### config.mk
export PLATFORM = sky130hd
export DESIGN_NAME = sdram_burst_responder
export DESIGN_NICKNAME = d
export VERILOG_FILES = /design/src/rtl/sdram_burst_responder.sv
export SDC_FILE = /design/constraint.sdc
export NUM_CORES = 1
export LEC_CHECK = 0
export CORE_ASPECT_RATIO = 2
export CORE_MARGIN = 2
export CORE_UTILIZATION = 25
export DETAILED_ROUTE_END_ITERATION = 6
export SYNTH_ARGS = -nofsm -noshare
export SYNTH_HDL_FRONTEND = slang
export SYNTH_SLANG_ARGS = --single-unit
### constraint.sdc
create_clock -name clk -period 9.4 [get_ports clk]
set_input_delay 1.88 -clock clk [delete_from_list [all_inputs] [get_ports clk]]
set_output_delay 1.88 -clock clk [all_outputs]
set_load 0.02 [all_outputs]
### src/rtl/sdram_burst_responder.sv
// Cache line-fill responder: fetches an 8-word line critical-word-first from a
// variable-latency word memory, buffers it, then streams it to the cache on 8 gapless beats.
module sdram_burst_responder #(
   parameter bit holdfill = 1'b0
) (
   input  logic        clk,
   input  logic        reset,
   input  logic [31:0] sdram_addr,
   input  logic        sdram_req,
   output logic        sdram_fill,
   output logic [31:0] fill_data,
   output logic        busy,
   output logic [31:0] mem_addr,
   output logic        mem_req,
   input  logic        mem_ack,
   input  logic [31:0] mem_data
);

   typedef enum logic [1:0] {StIdle, StFetch, StStream, StDone} state_e;

   state_e      state_q, state_d;
   logic [26:0] line_q;
   logic [2:0]  ptr_q;
   logic [3:0]  cnt_q;
   logic [31:0] line_buf [8];

   // Byte-offset bits of the request address carry no information for a word fetch.
   logic unused_addr_bits;
   assign unused_addr_bits = ^sdram_addr[1:0];

   always_ff @(posedge clk or negedge reset) begin
      if (!reset) begin
         state_q <= StIdle;
      end else begin
         state_q <= state_d;
      end
   end

   always_comb begin
      state_d = state_q;
      unique case (state_q)
         StIdle:   if (sdram_req) state_d = StFetch;
         StFetch:  if (mem_ack && cnt_q == 4'd7) state_d = StStream;
         StStream: if (cnt_q == 4'd8) state_d = StDone;
         StDone:   if (!sdram_req) state_d = StIdle;
         default:  state_d = StIdle;
      endcase
   end

   // Line buffer is deliberately not reset; it is always fully rewritten before streaming.
   always_ff @(posedge clk) begin
      if (state_q == StFetch && mem_ack) begin
         line_buf[cnt_q[2:0]] <= mem_data;
      end
   end

   always_ff @(posedge clk or negedge reset) begin
      if (!reset) begin
         sdram_fill <= 1'b0;
         fill_data  <= 32'd0;
         busy       <= 1'b0;
         mem_req    <= 1'b0;
         mem_addr   <= 32'd0;
         line_q     <= 27'd0;
         ptr_q      <= 3'd0;
         cnt_q      <= 4'd0;
      end else begin
         busy <= (state_d != StIdle);
         case (state_q)
            StIdle: begin
               if (sdram_req) begin
                  line_q   <= sdram_addr[31:5];
                  ptr_q    <= sdram_addr[4:2];
                  cnt_q    <= 4'd0;
                  mem_req  <= 1'b1;
                  mem_addr <= {sdram_addr[31:2], 2'b00};
               end
            end
            StFetch: begin
               if (mem_ack) begin
                  ptr_q    <= ptr_q + 3'd1;
                  mem_addr <= {line_q, ptr_q + 3'd1, 2'b00};
                  if (cnt_q == 4'd7) begin
                     // Last word lands now; beat 0 is presented on the very next cycle.
                     mem_req    <= 1'b0;
                     cnt_q      <= 4'd1;
                     fill_data  <= line_buf[0];
                     sdram_fill <= 1'b1;
                  end else begin
                     cnt_q <= cnt_q + 4'd1;
                  end
               end
            end
            StStream: begin
               // cnt_q holds the index of the next beat; 8 means beat 7 is on the bus.
               if (cnt_q == 4'd8) begin
                  sdram_fill <= 1'b0;
               end else begin
                  fill_data  <= line_buf[cnt_q[2:0]];
                  sdram_fill <= holdfill;
                  cnt_q      <= cnt_q + 4'd1;
               end
            end
            StDone: begin
            end
         endcase
      end
   end

endmodule

## After elaboration in Yosys (flattened, before gate mapping)

Memories as Yosys holds them, arrays and structs flattened.
Cells that the tools add are included.

| word-level totals | value |
|---|---|
| memory bits (writable) | 256 |
| input bits | 68 |
| output and inout bits | 67 |
| bits in read-only memories | 0 |
| latch bits | 0 |
| word-level logic and storage cells | 63 |
| memories | 1 |
| register bits | 103 |

| cells by class | value |
|---|---|
| add/sub/neg operators | 2 |
| reduce and logical (&&, ||, !) cells | 13 |
| multipliers | 0 |
| shift operators | 0 |
| eq/ne operators | 9 |
| bitwise logic cells | 0 |
| muxes and demuxes | 29 |
| order comparisons | 0 |
| div/mod/pow operators | 0 |

Memories:

| name | words | width | read ports | clocked after Yosys merged registers in | write ports | line | RTL |
|---|---|---|---|---|---|---|---|
| line_buf | 8 | 32 | 2 | 0 | 1 | 25 | `logic [31:0] line_buf [8];` |

Operator list:

| kind | count |
|---|---|
| two-way mux 32 bit | 5 |
| one-hot mux 32 bit (2 select lines) | 2 |
| two-way mux 4 bit | 4 |
| one-hot mux 4 bit (3 select lines) | 1 |
| AND reduction 4 bit | 3 |
| two-way mux 2 bit | 4 |
| one-hot mux 2 bit (4 select lines) | 1 |
| two-way mux 1 bit | 7 |
| two-way mux 3 bit | 2 |
| inequality test 2 bit, second input constant | 3 |
| one-hot mux 3 bit (2 select lines) | 1 |
| AND reduction 3 bit | 2 |
| nonzero test 2 bit | 3 |
| adder 4 x 1 -> 4 bit, second input constant | 1 |
| equality test 2 bit, second input constant | 2 |
| equality test 4 x 3 -> 1 bit, second input constant | 1 |
| equality test 4 bit, second input constant | 1 |
| one-hot mux 1 bit (2 select lines) | 2 |
| adder 3 x 1 -> 3 bit, second input constant | 1 |
| nonzero test 3 bit | 1 |
| equality test 2 x 1 -> 1 bit, second input constant | 1 |
| logical AND 1 bit | 2 |
| zero test 2 bit | 1 |
| inequality test 2 x 1 -> 1 bit, second input constant | 1 |
| AND reduction 2 bit | 1 |

## Longest topological paths before layout

Gate-level depths: netlist (run 1).

| logic depth | value |
|---|---|
| depth in word-level cells | 5 |
| mapped depth | 10 |
| mapped depth without buffers | 6 |

## Least setup slack after synthesis (run 1)

OpenSTA, ideal clock, no wires.

| timing | value |
|---|---|
| kind | input -> register |
| start | in mem_ack |
| end | mem line_buf[6][0] (enable) |
| cell stages on the path | 2 |
| data arrival time | 4.190 ns |
| library setup time | 0.461 ns |
| path slack | 4.749 ns |
| cells stage by stage | nand2_1 -> nor3_1 |

| on the way | value |
|---|---|
| word-level cells in the longest chain between the ends | 3 |

Ends and longest elaborated chain:

| item | line | RTL |
|---|---|---|
| start, declared | 15 | `input logic mem_ack,` |
| logical AND 1 bit | 52 | `if (state_q == StFetch && mem_ack) begin` |
| two-way mux 1 bit | 52 |  |
| two-way mux 1 bit (not written as such) | 53 | `line_buf[cnt_q[2:0]] <= mem_data;` |
| end, declared | 25 |  |

Every way passes these cells.

## Worst setup path in the final report (run 1)

| timing | value |
|---|---|
| start | in mem_ack |
| end | mem line_buf[6][29] (enable) |

The elaborated chain is that of the path after synthesis.

==> summary.txt, run 1 <==
Final layout
  • Multi-input combinational cell area: 3600 sq um
  • Area used by sequential logic in the layout: slightly above 10000 sq um
  • Filler instances: 5469
  • Fraction of layout instances using a drive strength above 1: 11.5%
  • Post-synthesis to final-layout area growth: 23.3%
  • Leading cell type in the layout, fill and taps excluded: edfxtp_1
  • Leading cell types in the layout, fill and taps excluded: edfxtp_1 (256), clkdlybuf4s50_1 (129), mux2i_1 (127), dfrtp_1 (95), nor2_1 (71)
  • # nets final: 1139

Floorplan
  • Die Y: around 340 um
  • Number of cell rows: around 120
  • Die area: ~58000 sq um
  • Top-level port count: 135
  • Initial cell density of the core: 25.3%
  • X dimension of the die: roughly 170 um
  • Area of the core: between 50000 and 60000 sq um

Detailed routing
  • Drc violations: 0
  • Average wire length per cell after detail routing: 18.3 um
  • Post-route antenna net violation count: 0
  • Starting DRT DRC Count: 486
  • TritonRoute pass-1 iters: 6
  • Total number of vias: 8252
  • Sum of routed wire length over all layers: 33600 um
  • Via-to-Cell Ratio: 4.50

Critical path
  • Critical path peak fanout: 18
  • Worst path required time: 9.59 ns
  • Element type at the critical path start: primary input
  • Worst Setup Path Type: in2reg
  • Count of cells along the worst register-to-register path: 6
  • Category of the worst setup path capture point: flip-flop
  • Data arrival time at the worst-slack endpoint: 3.90 ns

Power
  • Total power density per cell area: about 290 nW/um^2
  • Overall power of the completed layout: 5.10 mW
  • Static leakage: 5.94 nW
  • Worst-case vdd ir drop: 0.111 mV

CTS
  • Max H-tree Level: 2
  • Clock transition at path regs: 0.07 ns
  • CTS root buf: clkbuf_16
  • Number of buffers inserted during clock tree synthesis: 34
  • Clock Path Buffers: 3
  • Postcts setup bufs: 0
  • Number of clock sinks: 354
  • Worst skew pair latency: 0.53 ns
  • Number of gates resized after CTS: 0
  • Hold-fix buffers at CTS: 0
  • Clock tree from TritonCTS: done

Hold path
  • Type of the tightest min-delay check: reg2reg
  • Instance count along the most critical hold path: 1

Synthesis
  • Post-synthesis instance total: 940
  • Syn Area/Cell: 14.9 sq um
  • Portion of synthesized cell area occupied by the leading cell type: 54.8%
  • Cell type with the highest aggregate area in the netlist: edfxtp_1
  • Register bit count reported by yosys: 354
  • Post-synth cell types: 40
  • Share of synthesized area occupied by flip-flops and latches: 72.3%
  • Share of synthesized registers carrying an async set or reset: between 20% and 30%
  • Cell area after synthesis: 14000 sq um
  • Yosys synthesis warning count: 0
  • Main area contributors after synthesis: edfxtp_1 (55%), dfrtp_1 (17%), mux2i_1 (9.1%)
  • Post-synth EDFFs: 256
  • Predominant post-synthesis flop cell: edfxtp_1

Place
  • Post-detailed-placement half-perimeter wirelength: about 20000 um
  • Final Wtd Congestion: 0.715
  • Number of port buffers: 130
  • Setup slack at placement: 5.08 ns

Status
  • Run status: completed

Global route
  • Remaining global-route overflow: 0
  • Initial antenna violation count: 4
  • All-layer global routing usage: a little under an eighth
  • Number of global-route vias before repair: 8529
  • Maximum number of pins on one net before global-route repair: 58
  • First-pass GRT wire length: 50100 um

Timing
  • Final critical-path share of the clock period: 39.5%
  • RSZ-0062 raised after global routing: no
  • TNS Setup: 0 ns
  • Relative max-transition margin: approximately 37%
  • Final hold vios: 0
  • Worst clock skew on the final layout: 0.0190 ns
  • Pin slew with the least headroom to its limit: 0.948 ns
  • Setup-violating endpoint count in the final report: 0
  • Period minus WS final: ~3.7 ns
  • Achievable frequency: 269 MHz
  • Number of slew-limit violations in the final report: 0
  • Worst Setup Slack, final: 5.68 ns

Job
  • Max-capacitance violation count: 0
==> routing by layer <==
metal | vias up | routed length, um | part of all wire, % | track usage (%)
met3 | 72 | 1760 | 5.2 | 2.30
met2 | 209 | 18000 | 54 | 21.1
li1 | 3809 | - | - | -
met1 | 4156 | 12500 | 37 | 12.0
met5 | - | 35 | 0.10 | 0
met4 | 6 | 1310 | 3.9 | 5.42
==> worst max-delay path, cell delays in order <==
cell and delay, ns:
clkdlybuf4s50_1 0.58, nand2_1 0.15, nor3_4 0.80, buf_4 0.46
==> stage by stage <==
stage	area [sq um]	util, %	cells	hold WS (ns)
global route	17300	31.2	1834	0.516
floorplan	14000	-	941	0.479
detailed placement	16200	29.2	1772	0.473
global placement	16200	29.2	1772	0.480
finish	17300	31.2	1835	0.496
CTS	17300	31.2	1833	0.505
==> power breakdown <==
| part | switching, mW | internal (mW) |
|---|---|---|
| Clock | 0.598 | 0.750 |
| Combinational | 0.923 | 0.685 |
| Sequential | 0.165 | 1.98 |
==> worst paths after layout <==
check,startpoint,endpoint,slack [ns]
setup / recovery,mem_ack,line_buf[6][29]$_DFFE_PP_,5.68
hold / removal,mem_req$_DFFE_PN0P_,mem_req$_DFFE_PN0P_,0.50
setup reg to reg,cnt_q[0]$_DFFE_PN0P_,busy$_DFF_PN0_,6.10
hold reg to reg,mem_req$_DFFE_PN0P_,mem_req$_DFFE_PN0P_,0.50
max in group asynchronous,reset,fill_data[28]$_DFFE_PN0P_,6.76
min in group asynchronous,reset,line_q[1]$_DFFE_PN0P_,1.38
==> cell families (layout without fill, tap and decap cells) <==
group / Yosys count / in the layout / share of synthesized area [%]
buf+inv: 75 / 223 / 2.53
compound gates: 209 / 209 / 8.93
simple gates: 140 / 140 / 4.31
other cells: 1 / 4 / 0.0268
fa+ha+maj: 7 / 7 / 0.625
flops: 354 / 354 / 72.3
mux: 154 / 154 / 11.2
==> synthesized netlist by cell type, drive strengths merged (25+ instances only) <==
| cell | count |
|---|---|
| a211oi | 33 |
| a21oi | 65 |
| a31oi | 33 |
| buf | 41 |
| clkbuf | 25 |
| dfrtp | 98 |
| edfxtp | 256 |
| mux2 | 27 |
| mux2i | 127 |
| nand2 | 42 |
| nor2 | 73 |
| o21ai | 38 |
| o22ai | 32 |
==> state kept, by name, indices dropped and copies added, names as in the netlist <==
signal / cells
fill_data: 32
cnt_q: 4
line_buf: 256
busy: 1
sdram_fill: 1
state_q: 2
mem_addr: 28
ptr_q: 2
line_q: 27
mem_req: 1
==> layout make-up <==
class | instances | share of cell area (%)
Antenna cell | 2 | 0.0290
Clock buffer | 44 | 5.50
Clock inverter | 17 | 0.804
Inverter | 9 | 0.195
Multi-Input combinational cell | 512 | 20.9
Sequential cell | 354 | 58.7
Tap cell | 744 | 5.39
Timing Repair Buffer | 153 | 8.51
Note: power is estimated with default switching activity, not from simulation.
==> run 2: changes to the inputs <==
- clock period: 9.4 -> 3.4 ns (I/O delays scaled with it)
==> run 2 against run 1 <==
Die area unchanged. Routed wire length is 0.39% higher. Cell count up 0.11%. Sequential cell count is the same. Highest routed layer unchanged.
==> summary.txt, run 2 (synthesis results as in run 1) <==
Status
  • Run status: completed

Detailed routing
  • Post-route antenna net violation count: 0
  • Total number of vias: 8166
  • Sum of routed wire length over all layers: between 30000 and 40000 um
  • Starting DRT DRC Count: ~510
  • Via-to-Cell Ratio: roughly 4.4
  • TritonRoute pass-1 iters: 4
  • Drc violations: 0
  • Average wire length per cell after detail routing: 18.3 um

Critical path
  • Critical path peak fanout: 30
  • Worst path slowest cell: dfrtp_2
  • Number of buffers and inverters on the critical path: 0
  • Worst path required time: 3.85 ns
  • Category of the worst setup path capture point: flip-flop
  • Element type at the critical path start: flip-flop
  • Worst path cell trace: ha_1, nand3b_1, a21o_1, a2111oi_0, o221ai_1
  • Cell family with the largest share of critical-path delay: compound AO/OA/AOI/OAI gates
  • Data arrival time at the worst-slack endpoint: 2.92 ns
  • Max incr delay on CP: 0.80 ns
  • Worst Setup Path Type: reg2reg

Hold path
  • Type of the tightest min-delay check: in2async

CTS
  • Number of buffers inserted during clock tree synthesis: 31
  • Clock transition at path regs: 0.07 ns
  • Hold-fix buffers at CTS: 0
  • Clock Path Buffers: 3
  • Max H-tree Level: 1
  • CTS root buf: clkbuf_16
  • Number of clock sinks: 354
  • Postcts setup bufs: 0
  • Number of gates resized after CTS: 0
  • Clock tree from TritonCTS: done
  • Worst skew pair latency: 0.60 ns

Timing
  • Worst Setup Slack, final: between 0.9 and 1 ns
  • Number of slew-limit violations in the final report: 0
  • Relative max-transition margin: 51.4%
  • Final critical-path share of the clock period: 72.6%
  • RSZ-0062 raised after global routing: no
  • Achievable frequency: 405 MHz
  • Final hold vios: 0
  • Worst clock skew on the final layout: 0.0209 ns
  • TNS Setup: 0 ns
  • Setup-violating endpoint count in the final report: 0
  • Period minus WS final: about 2.5 ns
  • Pin slew with the least headroom to its limit: 0.730 ns

Place
  • Setup slack at placement: 0.782 ns
  • Final Wtd Congestion: 0.725
  • Number of port buffers: 130
  • Post-detailed-placement half-perimeter wirelength: 21000 um
  • Cell area after placement: 16300 sq um
  • Total placed cells including tap cells: 1778

Floorplan
  • Initial cell density of the core: 25.3%
  • Area of the core: ~55000 sq um
  • Number of cell rows: 122
  • X dimension of the die: 171 um
  • Die Y: 339 um
  • Top-level port count: about 140
  • Die area: 58100 sq um

Power
  • Switching share of power: 32.4%
  • Power share of the clock group: a little over a quarter
  • Psw: 4.65 mW
  • Worst-case vdd ir drop: between 0.4 and 0.5 mV
  • Combinational fraction of design power: 30.9%
  • Share of total power in sequential cells: 41.7%
  • Static leakage: 6.01 nW
  • Total power density per cell area: 823 nW/um^2
  • Cell internal pwr: 9.71 mW

Global route
  • Maximum number of pins on one net before global-route repair: a little over 70
  • Number of global-route vias before repair: 8322
  • Initial antenna violation count: 2
  • First-pass GRT wire length: roughly 50000 um
  • Remaining global-route overflow: 0
  • All-layer global routing usage: 11.5%

Final layout
  • Post-synthesis to final-layout area growth: 24.5%
  • Flip-flop count of the largest register, all copies and words added: 256
  • Leading cell type in the layout, fill and taps excluded: edfxtp_1
  • Final cell utilization of the core: 31.5%
  • Leading cell types in the layout, fill and taps excluded: edfxtp_1 (256), clkdlybuf4s50_1 (129), mux2i_1 (127), dfrtp_1 (95), nor2_1 (71)
  • Final design area excluding fillers: 17400 sq um
  • # nets final: between 1000 and 1500
  • Fraction of layout instances using a drive strength above 1: 11.6%
  • Non-filler cells in the finished layout: about 1800
  • Filler instances: 5453

Job
  • Max-capacitance violation count: 0
run 2: cell types whose count changed in the layout (fill, tap and decap cells not counted), sizes merged, moves of 3 or more:
cell,previous run,this run
clkbuf,44,33
bufinv,1,8
buf,24,30
inv,11,14
run 2: path summary, 6_finish.rpt:
| kind | from | endpoint | slack, ns | depth (start not counted) |
|---|---|---|---|---|
| max in group asynchronous | reset | line_q[21]$_DFFE_PN0P_ | 2.53 | 2 |
| min reg2reg | mem_req$_DFFE_PN0P_ | mem_req$_DFFE_PN0P_ | 0.50 | 1 |
| max | cnt_q[1]$_DFFE_PN0P_ | busy$_DFF_PN0_ | 0.93 | 5 |
| min | reset | mem_addr[10]$_DFFE_PN0P_ | 0.13 | 1 |
| min in group clk | mem_req$_DFFE_PN0P_ | mem_req$_DFFE_PN0P_ | 0.50 | 1 |
| max reg2reg | cnt_q[1]$_DFFE_PN0P_ | busy$_DFF_PN0_ | 0.93 | 5 |
run 2: cell type report:
type | count | area (sq um) | area share, %
antenna | 1 | 2.50 | 0.0143
clock buffer | 33 | 783 | 4.49
clock inverter | 25 | 352 | 2.02
inverter | 9 | 33.8 | 0.194
multi-input combinational | 512 | 3610 | 20.7
sequential | 354 | 10100 | 58.1
tap | 744 | 931 | 5.34
timing repair buffer | 159 | 1590 | 9.12
run 2: layer usage:
metal	track usage (%)	share of wire, %
met4	4.08	2.6
met3	2.19	4.5
met1	12.5	39
met2	21.6	54
met5	0	0.039
run 2: power groups by stage:
stage,logic (mW),registers (mW),clock network (mW)
finish,4.44,5.99,3.93
global route,4.86,6.09,4.18
CTS,4.54,6.00,4.05
detailed placement,4.53,6.09,0
global placement,4.44,6.04,0
floorplan,2.53,6.31,0
run 2: metrics by stage:
stage               hold WS, ns  power, mW
floorplan                 0.384       8.84
global placement          0.473       10.5
detailed placement        0.494       10.6
CTS                       0.141       14.6
global route              0.166       15.1
finish                    0.129       14.4
